**src/rtl/hazard_controller.sv**
```systemverilog
// Pipeline stall/flush sequencer for the 5-stage MIPS core.
// Detects load-use hazards, sequences branch/jump flushes, freezes the
// pipeline while data memory is busy, and keeps saturating stall/flush counters.
module hazard_controller #(
   parameter int unsigned LOAD_STALLS  = 1,
   parameter int unsigned BRANCH_FLUSH = 1,
   parameter int unsigned CNT_W        = 16
) (
   input  logic             clk,
   input  logic             rst,
   input  logic [4:0]       Rs_IF_ID,
   input  logic [4:0]       Rt_IF_ID,
   input  logic             Uses_Rt_ID,
   input  logic [4:0]       Rt_ID_EX,
   input  logic             MemRead_ID_EX,
   input  logic             Branch_Taken_ID,
   input  logic             mem_busy,
   input  logic             perf_clr,
   output logic             pc_write,
   output logic             if_id_write,
   output logic             if_id_flush,
   output logic             id_ex_bubble,
   output logic             ex_mem_hold,
   output logic [CNT_W-1:0] stall_cnt,
   output logic [CNT_W-1:0] flush_cnt
);

   typedef enum logic [1:0] {
      RUN      = 2'd0,
      LU_STALL = 2'd1,
      FLUSH    = 2'd2
   } state_t;

   // Extra cycles beyond the first one, which is spent while still in RUN.
   localparam logic [2:0] LU_REM = 3'(LOAD_STALLS - 1);
   localparam logic [2:0] BR_REM = 3'(BRANCH_FLUSH - 1);

   state_t     state, state_next;
   logic [2:0] rem, rem_next;
   logic       lu;

   // Load in EX writes a register the ID instruction reads; $zero never hazards.
   always_comb begin
      lu = MemRead_ID_EX && (Rt_ID_EX != 5'd0) &&
           ((Rt_ID_EX == Rs_IF_ID) || (Uses_Rt_ID && (Rt_ID_EX == Rt_IF_ID)));
   end

   // State and remaining-count register; reset aborts any stall or flush sequence.
   always_ff @(posedge clk) begin
      if (rst) begin
         state <= RUN;
         rem   <= '0;
      end else begin
         state <= state_next;
         rem   <= rem_next;
      end
   end

   // Next-state logic: freeze holds everything, otherwise sequence stalls/flushes.
   always_comb begin
      state_next = state;
      rem_next   = rem;
      if (!mem_busy) begin
         unique case (state)
            RUN: begin
               if (lu) begin
                  if (LOAD_STALLS > 1) begin
                     state_next = LU_STALL;
                     rem_next   = LU_REM;
                  end
               end else if (Branch_Taken_ID) begin
                  if (BRANCH_FLUSH > 1) begin
                     state_next = FLUSH;
                     rem_next   = BR_REM;
                  end
               end
            end
            LU_STALL, FLUSH: begin
               rem_next = rem - 3'd1;
               if (rem == 3'd1) begin
                  state_next = RUN;
               end
            end
            default: begin
               state_next = RUN;
               rem_next   = '0;
            end
         endcase
      end
   end

   // Mealy outputs: reset, then freeze, then per-state stall/flush/normal.
   always_comb begin
      pc_write     = 1'b1;
      if_id_write  = 1'b1;
      if_id_flush  = 1'b0;
      id_ex_bubble = 1'b0;
      ex_mem_hold  = 1'b0;
      if (rst) begin
         pc_write     = 1'b0;
         if_id_write  = 1'b0;
         if_id_flush  = 1'b1;
         id_ex_bubble = 1'b1;
      end else if (mem_busy) begin
         pc_write     = 1'b0;
         if_id_write  = 1'b0;
         ex_mem_hold  = 1'b1;
      end else begin
         unique case (state)
            RUN: begin
               if (lu) begin
                  pc_write     = 1'b0;
                  if_id_write  = 1'b0;
                  id_ex_bubble = 1'b1;
               end else if (Branch_Taken_ID) begin
                  if_id_flush  = 1'b1;
               end
            end
            LU_STALL: begin
               pc_write     = 1'b0;
               if_id_write  = 1'b0;
               id_ex_bubble = 1'b1;
            end
            FLUSH: begin
               if_id_flush  = 1'b1;
            end
            default: begin
               pc_write     = 1'b1;
            end
         endcase
      end
   end

   // Saturating performance counters; perf_clr overrides any increment.
   always_ff @(posedge clk) begin
      if (rst || perf_clr) begin
         stall_cnt <= '0;
         flush_cnt <= '0;
      end else begin
         if (!pc_write && (stall_cnt != '1)) begin
            stall_cnt <= stall_cnt + 1'b1;
         end
         if (if_id_flush && (flush_cnt != '1)) begin
            flush_cnt <= flush_cnt + 1'b1;
         end
      end
   end

endmodule

```
**config.mk**
```make
export PLATFORM = sky130hd
export DESIGN_NAME = hazard_controller
export DESIGN_NICKNAME = d
export VERILOG_FILES = /design/src/rtl/hazard_controller.sv
export SDC_FILE = /design/constraint.sdc
export NUM_CORES = 1
export LEC_CHECK = 0
export ABC_CLOCK_PERIOD_IN_PS = 5300
export BUFFER_PORTS_ARGS = -buffer_cell sky130_fd_sc_hd__buf_2
export CAP_MARGIN = 20
export CORE_MARGIN = 1
export CORE_UTILIZATION = 40
export CTS_CLUSTER_DIAMETER = 120
export DETAILED_ROUTE_END_ITERATION = 6
export PLACE_DENSITY_LB_ADDON = 0.2
export REMOVE_ABC_BUFFERS = 1
export SETUP_SLACK_MARGIN = 0.4
export SYNTH_ARGS = -nofsm -noshare
export SYNTH_HDL_FRONTEND = slang
export SYNTH_SLANG_ARGS = --single-unit
```
**constraint.sdc**
```tcl
create_clock -name clk -period 5.3 [get_ports clk]
set_input_delay 0 -clock clk [delete_from_list [all_inputs] [get_ports clk]]
set_output_delay 0 -clock clk [all_outputs]
set_load 0.02 [all_outputs]
```
Yosys cells after proc, flatten, opt, wreduce, memory -nomap -nowiden

Index checks and enable logic that the tools add are counted.

Bits in registers: 37
Output and inout port bits: 37
Logic and storage cells: 48

Bitwise operators: 2
Eq/ne operators: 8
Mux-type cells: 18
Reductions and logical operators: 13
$add $sub $neg: 3

Operators with widths:

| kind                                                 | count |
|---|---|
| adder 16 x 1 -> 16 bit (second input constant)       | 2 |
| inequality test 16 bit (second input constant)       | 2 |
| two-way mux 1 bit                                    | 12 |
| equality test 5 bit                                  | 2 |
| one-hot mux 1 bit (2 select lines)                   | 3 |
| one-hot mux 3 bit (2 select lines)                   | 1 |
| logical AND 1 bit                                    | 5 |
| nonzero test 5 bit                                   | 1 |
| one-hot mux 2 bit (2 select lines)                   | 1 |
| equality test 3 x 1 -> 1 bit (second input constant) | 1 |
| AND reduction 3 bit                                  | 1 |
| subtractor 3 x 1 -> 3 bit (second input constant)    | 1 |
| equality test 2 x 1 -> 1 bit (second input constant) | 1 |
| equality test 2 bit (second input constant)          | 1 |
| logical NOT 2 bit                                    | 1 |
| logical OR 1 bit                                     | 2 |
| two-way mux 2 bit                                    | 1 |
| inequality test 2 bit (second input constant)        | 1 |
| NOT 1 bit                                            | 2 |
| AND reduction 2 bit                                  | 1 |
| OR reduction 2 bit                                   | 1 |
| logical NOT 1 bit                                    | 1 |

Depth between registers and ports, before layout

Gate-level depths: netlist (run 1).

Depth after elaboration: 10
Gate-level depth with buffers: 9
Mapped depth without buffers: 7

Least setup slack after synthesis (run 1)

No wires, ideal clock.

Path kind: register to register
Start point: register stall_cnt[0]
End point: register stall_cnt[4]
Slack: 3.338 ns
Arrival time: 1.891 ns
Period minus slack after synthesis: 1.962 ns
Required time: 5.229 ns
Stages on the path, launching flop included: 8
Setup time: 0.071 ns
Cell sequence: dfxtp_1 > ha_1 > and4_1 > nand3_1 > nor2_1 > clkbuf_1 > or4_2 > a21oi_1

Longest elaborated chain between the ends: 2

RTL lines:

| what                                                                           | RTL line | RTL |
|---|---|---|
| start, declared                                                                | 24       | `output logic [CNT_W-1:0] stall_cnt,` |
| start signal, assigned                                                         | 141      | `stall_cnt <= stall_cnt + 1'b1;` |
| parallel branches: the longest is 2 deep, another holds adder 16 x 1 -> 16 bit | --       |  |

Parallel ways; which one is timed is not known.
A chain may end at the register's enable or synchronous reset.

Worst setup path in the final report (run 1)

Ends and elaborated chain as after synthesis.

==> impl_metrics.env, run 1 <==
export IMPL_outcome="finished, violations left"
export IMPL_violations="DRC"
export IMPL_via_per_inst=5.556
export IMPL_synth_area_mm2=0.001966
export IMPL_hp_start="perf_clr"
export IMPL_initial_core_util=0.4162
export IMPL_yosys_warnings=0
export IMPL_vias=1978
export IMPL_met2_length_um=2077
export IMPL_grt_first_pass_wirelength_um=7803
export IMPL_totalWireLength_um=4794
export IMPL_design_area_mm2=0.002336
export IMPL_cts_buffer_depth=2
export IMPL_grt_pass1_vias=1702
export IMPL_maxCapViolCount=0
export IMPL_fin_crit_sh=0.4010
export IMPL_cpPeakStageDelay_ps=610
export IMPL_synth_seq_area_share=0.3259
export IMPL_pwr_share_comb=0.118
export IMPL_crit_chain="ha_1 > and4_1 > nand3_1 > nor2_1 > buf_6 > or4_2 > a21oi_1"
export IMPL_wl_per_cell_um=13.47
export IMPL_tightest_slew_ps=709.8
export IMPL_htree_levels=2
export IMPL_cts_clk_slew_worst_paths_ps=60
export IMPL_dpl_cell_area_mm2=0.002267
export IMPL_die_y_um=72.10
export IMPL_finClkSkew_ps=4.000
export IMPL_switching_share=0.2562
export IMPL_cp_arrival_ps=2320
export IMPL_internal_power_w=0.0003474
export IMPL_hpwl_um=3378
export IMPL_hold_end="flush_cnt[6]"
export IMPL_dr_max_layer_used="met4"
export IMPL_critPathSlowestCell="or4_2"
export IMPL_synth_avg_cell_area_um2=8.224
export IMPL_fin_ws_ps=3175
export IMPL_nNetsFinal=315
export IMPL_antenna_found_initial=0
export IMPL_synth_cells=239
export IMPL_synth_distinct_cells=45
export IMPL_synth_async_reset_ratio=0
export IMPL_cts_tree="yes"
export IMPL_period_minus_slack_ps=2125
export IMPL_drv_slew=0
export IMPL_powerDensity_mw_per_mm2=200.0
export IMPL_ctsResizeCount=0
export IMPL_route_detailed_drc=2
export IMPL_cp_top_family="simple AND/OR/NAND/NOR gates"
export IMPL_min_path_type="primary input to register"
export IMPL_share_seq_of_total_power=0.520
export IMPL_switchingPower_w=0.0001197
export IMPL_setup_viol=0
export IMPL_ir_drop_mv=0.09843
export IMPL_worst_path_max_fanout=13
export IMPL_clockRootBuffer="clkbuf_8"
export IMPL_cts_sinks=32
export IMPL_synth_edf_count=0
export IMPL_drt_first_pass_iters=6
export IMPL_dr_wl_met3_um=210
export IMPL_cp_start_kind="register"
export IMPL_ys_ff_latch=32
export IMPL_io_buffer_count=58
export IMPL_gp_congestion=0.7593
export IMPL_antenna_cells=0
export IMPL_cts_buffers=5
export IMPL_pre_cts_ws_ps=3229
export IMPL_drive_gt1_frac=0.2872
export IMPL_p_leak_nw=0.9374
export IMPL_overflow=0
export IMPL_worst_path_buf_inv=1
export IMPL_grt_max_degree=30
export IMPL_r2r_start="stall_cnt[0]"
export IMPL_setup_worst_path_end_class="register"
export IMPL_p_clk_frac=0.362
export IMPL_grt_usage=0.1856
export IMPL_post_cts_buffers=0
export IMPL_reg2reg_depth=7
export IMPL_holdBufCountCts=0
export IMPL_holdPathStages=3
export IMPL_clock_fmax_mhz=470.5
export IMPL_rsz0062_at_grt="false"
export IMPL_wl_met1_um=2430
export IMPL_io_pins=59
export IMPL_core_mm2=0.004723
export IMPL_die_x_um=72.10
export IMPL_finalSetupTns_ps=0
export IMPL_setup_worst_path_class="register to register"
export IMPL_r2r_slack_ps=3170
export IMPL_final_hold_viol_count=0
export IMPL_r2r_end="stall_cnt[4]"
export IMPL_insertion_delay_ps=280
export IMPL_drtIter0Drc=108
export IMPL_worstPathRequired_ps=5500
export IMPL_ant_nets=0
export IMPL_ys_flop_type="dfxtp_1"
export IMPL_rows=25
export IMPL_die_area_mm2=0.005198
export IMPL_relSlewSlack=0.5257
export IMPL_syn_to_final_growth_pct=18.84
cells by family (layout without fill, tap and decap cells):
group / Yosys count / count (layout) / synth area share
adders and majority gates: 2 / 2 / 0.01273
DFF: 32 / 32 / 0.3259
xor gates and xnor gates: 10 / 10 / 0.04456
buffers and inverters: 17 / 67 / 0.05347
and+or+nand+nor: 100 / 100 / 0.2756
muxes: 5 / 5 / 0.02546
AOI/OAI and AO/OA: 73 / 73 / 0.2623
sequential cells by signal, summed over array words and instances (netlist names):
name and flops:
flush_cnt 16, stall_cnt 16
metal layers:
layer,track usage,up-vias
met3,0.03750,7
met4,0.07190,0
met5,0,-
met1,0.2563,908
met2,0.2845,44
li1,-,1019
area by class of cell:
class	instances	area (um2)
clock buffer	5	68.82
fill	484	2387
inverter	2	10.01
multi-input combinational	190	1220
sequential	32	640.6
tap	67	83.83
timing repair buffer	60	312.8
power groups by stage:
stage,registers (W),logic [W],clock network [W]
floorplan,0.000250,0.0000315,0
global placement,0.000248,0.0000543,0
detailed placement,0.000248,0.0000555,0
CTS,0.000243,0.0000558,0.000175
global route,0.000243,0.0000608,0.000184
finish,0.000243,0.0000553,0.000169
synthesized netlist by cell type (2+ instances only):
cell,count,share of area
clkbuf_1,10,0.019
nand2_1,31,0.059
nor4_1,2,0.0064
xnor2_1,10,0.045
mux2i_1,5,0.025
nand3_1,15,0.038
a41o_1,2,0.010
a31oi_1,2,0.0064
o31ai_1,10,0.038
nor2b_1,2,0.0064
and3_1,9,0.029
o21a_1,2,0.0076
or3_1,5,0.016
a2111o_1,9,0.052
nor2_1,8,0.015
or4_2,9,0.040
or4_1,2,0.0076
and4_1,3,0.013
and2_1,3,0.0095
buf_2,2,0.0051
buf_12,2,0.020
o21ai_0,9,0.023
a21o_1,2,0.0076
nand4_1,7,0.022
a21oi_1,24,0.061
dfxtp_1,32,0.33
ha_1,2,0.013
o21bai_1,3,0.011
worst max path at each step:
stage / endpoint / start / slack [ps] / depth (start not counted)
5_1_grt: flush_cnt[2] / flush_cnt[7] / 2950 / 6
3_3_place_gp: stall_cnt[5] / stall_cnt[3] / 2960 / 6
4_1_cts: stall_cnt[4] / stall_cnt[0] / 3200 / 7
2_1_floorplan: stall_cnt[8] / stall_cnt[3] / 3130 / 6
6_report: stall_cnt[4] / stall_cnt[0] / 3170 / 7
3_5_place_dp: stall_cnt[4] / stall_cnt[0] / 3230 / 7
metrics by stage:
stage / hold slack, ps / instances / utilization / total power (W)
global placement: 319.9 / 349 / 0.4752 / 0.0003025
floorplan: 78.11 / 224 / - / 0.0002812
global route: 55.34 / 356 / 0.4946 / 0.0004875
detailed placement: 319.5 / 351 / 0.4800 / 0.0003037
finish: 56.05 / 356 / 0.4946 / 0.0004671
CTS: 42.78 / 356 / 0.4946 / 0.0004737
placed cells by master (no fill, tap or decap), types with 2 or more instances in the layout:
cell and instances:
and3_1 9, nor4_1 2, or4_2 9, and4_1 3, a21o_1 2, mux2i_1 5
buf_2 58, nor2_1 8, nand4_1 7, o21ai_0 9, or3_1 5, buf_6 2
nand3_1 15, a31oi_1 2, nor2b_1 2, dfxtp_1 32, o21a_1 2, ha_1 2
xnor2_1 10, clkbuf_8 5, a2111o_1 9, and2_1 3, nand2_1 31, or4_1 2
a21oi_1 24, o21bai_1 3, o31ai_1 10, a41o_1 2
worst reg2reg max path, delay by kind of cell, from the launching register on:
family	cells	cell delay (ps)
AND/OR/NAND/NOR	4	1090
adder cells (fa/ha/maj)	1	260
flip-flops	1	330
AO/OA/AOI/OAI	1	180
buffers and inverters	1	190
(Power assumes the default switching activity.)
==> inputs of run 2 (changes only) <==
--- a/config.mk
+++ b/config.mk
@@ -5,7 +5,7 @@
 export SDC_FILE = /design/constraint.sdc
 export NUM_CORES = 1
 export LEC_CHECK = 0
-export ABC_CLOCK_PERIOD_IN_PS = 5300
+export ABC_CLOCK_PERIOD_IN_PS = 2000
 export BUFFER_PORTS_ARGS = -buffer_cell sky130_fd_sc_hd__buf_2
 export CAP_MARGIN = 20
 export CORE_MARGIN = 1
==> constraint.sdc (replaced) <==
create_clock -name clk -period 2 [get_ports clk]
set_input_delay 0 -clock clk [delete_from_list [all_inputs] [get_ports clk]]
set_output_delay 0 -clock clk [all_outputs]
set_load 0.02 [all_outputs]
==> run 2 against run 1 <==
Net effect: the flow now finishes without violations; non-clock buffer count increased by 42; worst setup slack lost 2900 ps; largest cell class unchanged; via count is 16% higher; largest power group unchanged; clock-buffer cell count is the same.
==> impl_metrics.env, run 2 (synthesis results as in run 1) <==
export IMPL_outcome="completed"
export IMPL_initial_core_util=0.4162
export IMPL_grt_pass1_vias=1993
export IMPL_cts_tree="yes"
export IMPL_htree_levels=2
export IMPL_powerDensity_mw_per_mm2=480.3
export IMPL_postLayoutCoreUtil=0.6527
export IMPL_holdBufCountCts=0
export IMPL_route_detailed_drc=0
export IMPL_antenna_found_initial=0
export IMPL_drive_gt1_frac=0.5503
export IMPL_ant_nets=0
export IMPL_die_y_um=72.10
export IMPL_relSlewSlack=0.5774
export IMPL_syn_to_final_growth_pct=56.84
export IMPL_worst_path_max_fanout=6
export IMPL_regArea_um2=661.9
export IMPL_totalWireLength_um=6045
export IMPL_final_hold_viol_count=0
export IMPL_insertion_delay_ps=290
export IMPL_nFillCells=390
export IMPL_clockRootBuffer="clkbuf_8"
export IMPL_finClkSkew_ps=3.663
export IMPL_drtIter0Drc=150
export IMPL_grt_first_pass_wirelength_um=9397
export IMPL_via_per_inst=5.644
export IMPL_period_minus_slack_ps=1715
export IMPL_cts_buffers=5
export IMPL_clock_fmax_mhz=583.2
export IMPL_critPathSlowestCell="or4_1"
export IMPL_setup_worst_path_class="register to register"
export IMPL_nNetsFinal=361
export IMPL_r2r_slack_ps=290
export IMPL_setup_worst_path_end_class="register"
export IMPL_io_pins=59
export IMPL_rows=25
export IMPL_hpwl_um=3588
export IMPL_die_x_um=72.10
export IMPL_drv_slew=0
export IMPL_maxCapViolCount=0
export IMPL_top_regs="flush_cnt x16, stall_cnt x16"
export IMPL_tightest_slew_ps=633.9
export IMPL_cpPeakStageDelay_ps=390
export IMPL_die_area_mm2=0.005198
export IMPL_ir_drop_mv=0.4091
export IMPL_fin_crit_sh=0.8573
export IMPL_io_buffer_count=58
export IMPL_cp_arrival_ps=1920
export IMPL_total_power_w=0.001481
export IMPL_rsz0062_at_grt="true"
export IMPL_wl_per_cell_um=14.93
export IMPL_setup_viol=0
export IMPL_drt_first_pass_iters=4
export IMPL_grt_max_degree=27
export IMPL_cp_start_kind="register"
export IMPL_worstPathRequired_ps=2210
export IMPL_cts_clk_slew_worst_paths_ps=70
export IMPL_gp_congestion=0.8179
export IMPL_p_leak_nw=1.273
export IMPL_cts_buffer_depth=2
export IMPL_vias=2286
export IMPL_grt_usage=0.2288
export IMPL_multi_input_area_mm2=0.001535
export IMPL_mostFrequentLayoutCells="buf_2, buf_4, nand2_1"
export IMPL_cts_sinks=32
export IMPL_overflow=0
export IMPL_core_mm2=0.004723
export IMPL_antenna_cells=0
export IMPL_crit_chain="and4_4 > and4_4 > nand3_4 > nor2_4 > buf_6 > buf_6 > or4_1 > a21oi_1"
export IMPL_min_path_type="primary input to register"
export IMPL_final_common_cell="buf_2"
==> run 2: layout make-up <==
cell class                 count  share of cell area
multi-input combinational    193              0.4980
timing repair buffer         102              0.2155
sequential                    32              0.2147
tap                           67             0.02719
clock buffer                   5             0.02232
clock inverter                 3             0.01380
inverter                       2            0.006493
timing repair inverter         1            0.002029
==> run 2: per-layer routing <==
layer,GRT usage,routed length [um],part of all wire,vias up
li1,-,-,-,1114
met1,0.3110,2741,0.45,1088
met2,0.3583,2882,0.48,77
met3,0.05417,358,0.059,7
met4,0.07190,63,0.010,0
met5,0,0,0,-
==> run 2: worst paths after layout <==
path,start,to,cells past startpoint
worst max register to register,stall_cnt[3],stall_cnt[2],8
worst max-delay path,stall_cnt[3],stall_cnt[2],8
worst min-delay path,perf_clr,stall_cnt[3],3
worst min register to register,flush_cnt[5],flush_cnt[5],2
==> run 2: timing repair <==
action                     4_1_cts  5_1_grt
setup buffers                   14        3
cloned                           6        1
setup endpoints to repair       32       33
pin swaps                       34       15
gates resized for setup         77       33
==> run 2: stage by stage <==
step	std cells	hold WS [ps]	setup slack, ps	TNS (ps)	area, um2
3_5_place_dp	373	323.4	78.85	0	2425
2_1_floorplan	224	78.11	-166.0	-1753	1871
5_1_grt	405	22.44	233.2	0	3083
4_1_cts	401	18.98	274.3	0	2917
3_3_place_gp	373	320.5	109.8	0	2425
6_report	405	24.49	285.4	0	3083
==> run 2: critical path: cells and delay by family (launching register included) <==
kind / cells / cell delay (ps)
compound gates: 1 / 120
buf+inv: 2 / 250
flops: 1 / 330
simple gates: 5 / 940
==> run 2: report_power, final <==
part | switching (W) | internal, W
Sequential | 0.00000349 | 0.000640
Clock | 0.000263 | 0.000369
Combinational | 0.000118 | 0.0000879
Total | 0.000385 | 0.00110
==> inputs of run 3 (changes only) <==
--- a/config.mk
+++ b/config.mk
@@ -13,8 +13,10 @@
 export CTS_CLUSTER_DIAMETER = 120
 export DETAILED_ROUTE_END_ITERATION = 6
 export PLACE_DENSITY_LB_ADDON = 0.2
+export RECOVER_POWER = 25
 export REMOVE_ABC_BUFFERS = 1
 export SETUP_SLACK_MARGIN = 0.4
 export SYNTH_ARGS = -nofsm -noshare
 export SYNTH_HDL_FRONTEND = slang
 export SYNTH_SLANG_ARGS = --single-unit
+export TNS_END_PERCENT = 5
==> run 3 against run 2 <==
Net effect: first-iteration DRC count fell by 22%; non-clock buffer count shrank 13; die area unchanged; core utilization fell by 6.2 points; clock power hardly changed; register-to-register slack is essentially flat; critical path type unchanged; highest routed layer unchanged; critical endpoint unchanged; sequential power about the same; clock-buffer cell count unchanged; maximum frequency fell by 0.70%; worst hold slack better by 6.1 ps.
==> impl_metrics.env, run 3 (synthesis results as in run 1) <==
export IMPL_maxCapViolCount=0
export IMPL_via_per_inst=5.549
export IMPL_critPathCapture="stall_cnt[2]"
export IMPL_rsz0062_at_grt="true"
export IMPL_pwr_share_comb=0.119
export IMPL_setup_worst_path_class="register to register"
export IMPL_cts_buffer_depth=2
export IMPL_gp_congestion=0.8179
export IMPL_crit_top_cell="and4_4"
export IMPL_grt_first_pass_wirelength_um=8418
export IMPL_worstPathRequired_ps=2210
export IMPL_switchingPower_w=0.0003673
export IMPL_final_common_cell="buf_2"
export IMPL_nNetsFinal=346
export IMPL_cts_sinks=32
export IMPL_vias=2164
export IMPL_grt_max_degree=30
export IMPL_cp_arrival_ps=1940
export IMPL_syn_to_final_growth_pct=41.88
export IMPL_antenna_found_initial=0
export IMPL_total_power_w=0.001446
export IMPL_cts_tree="yes"
export IMPL_drv_slew=0
export IMPL_clockRootBuffer="clkbuf_8"
export IMPL_ant_nets=0
export IMPL_clock_fmax_mhz=579.2
export IMPL_core_mm2=0.004723
export IMPL_final_hold_viol_count=0
export IMPL_die_area_mm2=0.005198
export IMPL_overflow=0
export IMPL_initial_core_util=0.4162
export IMPL_die_x_um=72.10
export IMPL_finClkSkew_ps=4.741
export IMPL_worst_path_max_fanout=6
export IMPL_tightest_slew_ps=626.8
export IMPL_route_detailed_drc=0
export IMPL_dpl_cell_area_mm2=0.002425
export IMPL_htree_levels=2
export IMPL_worst_path_buf_inv=2
export IMPL_cp_top_family="simple AND/OR/NAND/NOR gates"
export IMPL_fin_crit_sh=0.8633
export IMPL_cp_num_cells=8
export IMPL_totalWireLength_um=5431
export IMPL_powerDensity_mw_per_mm2=518.5
export IMPL_drive_gt1_frac=0.4118
export IMPL_r2r_end="stall_cnt[2]"
export IMPL_wl_per_cell_um=13.93
export IMPL_p_clk_frac=0.436
export IMPL_share_seq_of_total_power=0.445
export IMPL_ir_drop_mv=0.3933
export IMPL_cts_buffers=5
export IMPL_grt_pass1_vias=1822
export IMPL_r2r_start="stall_cnt[3]"
export IMPL_io_buffer_count=58
export IMPL_p_leak_nw=1.066
export IMPL_setup_viol=0
export IMPL_period_minus_slack_ps=1727
export IMPL_cpPeakStageDelay_ps=400
export IMPL_min_path_type="primary input to register"
export IMPL_switching_share=0.2540
export IMPL_io_pins=59
export IMPL_cp_start_kind="register"
export IMPL_drt_first_pass_iters=4
export IMPL_top_regs="flush_cnt x16, stall_cnt x16"
export IMPL_setup_worst_path_end_class="register"
export IMPL_outcome="completed"
export IMPL_internal_power_w=0.001079
export IMPL_holdBufCountCts=0
export IMPL_mostFrequentLayoutCells="buf_2, nand2_1, buf_4"
export IMPL_relSlewSlack=0.5821
export IMPL_reg2reg_depth=8
export IMPL_r2r_slack_ps=270
export IMPL_critPathSlowestCell="or4_1"
export IMPL_insertion_delay_ps=290
export IMPL_drtIter0Drc=117
export IMPL_crit_chain="and4_4 > and4_4 > nand3_4 > nor2_4 > buf_6 > buf_4 > or4_1 > a21oi_1"
export IMPL_antenna_cells=0
export IMPL_die_y_um=72.10
export IMPL_hpwl_um=3588
export IMPL_postLayoutCoreUtil=0.5905
export IMPL_cts_clk_slew_worst_paths_ps=70
export IMPL_rows=25
export IMPL_grt_usage=0.2046
export IMPL_setup_worst_path_start="stall_cnt[3]"
export IMPL_design_area_mm2=0.002789
-- run 3: metal layers --
metal,vias up,track usage,wire (um)
met5,-,0,0
met2,66,0.3178,2516
met3,9,0.05417,323
li1,1084,-,-
met1,1005,0.2755,2512
met4,0,0.06754,78
-- run 3: power groups by stage --
stage / Sequential [W] / Clock [W] / Combinational, W
final: 0.000644 / 0.000630 / 0.000172
after CTS: 0.000643 / 0.000646 / 0.000167
after global routing: 0.000644 / 0.000682 / 0.000187
after global placement: 0.000657 / 0 / 0.000154
after floorplan: 0.000662 / 0 / 0.0000835
after detailed placement: 0.000657 / 0 / 0.000154
-- run 3: cell type report --
class,instances,area [um2]
clock inverter,3,42.54
timing repair buffer,89,525.5
sequential,32,656.9
inverter,2,12.51
fill,436,1934
multi-input combinational,192,1399
tap,67,83.83
clock buffer,5,68.82
-- run 3: worst min path at each step --
stage / to / cells after the start / slack, ps / start
after floorplan: ex_mem_hold / 1 / 80 / rst
after global placement: id_ex_bubble / 3 / 320 / mem_busy
after detailed placement: id_ex_bubble / 3 / 320 / mem_busy
after CTS: stall_cnt[3] / 3 / 20 / perf_clr
after global routing: stall_cnt[3] / 3 / 20 / perf_clr
final: stall_cnt[3] / 3 / 30 / perf_clr
-- run 3: timing repair --
action	4_1_cts	5_1_grt
setup endpoints to repair	32	35
setup buffers	6	0
pin swaps	17	7
resized for setup	41	21
cloned	3	0
-- run 3: through the flow --
step                hold slack [ps]  instances  setup slack (ps)  TNS, ps
floorplan                     78.11        224            -166.0    -1753
global placement              320.5        373             109.8        0
detailed placement            323.4        373             78.85        0
CTS                           23.33        390             254.6        0
global route                  20.06        390             193.9        0
finish                        30.58        390             273.4        0
-- run 3: tightest hold or removal path: cells and delay by family --
kind / cells / cell delay, ps
multiplexers: 1 / 50
buffers and inverters: 1 / 120
AND/OR/NAND/NOR: 1 / 100
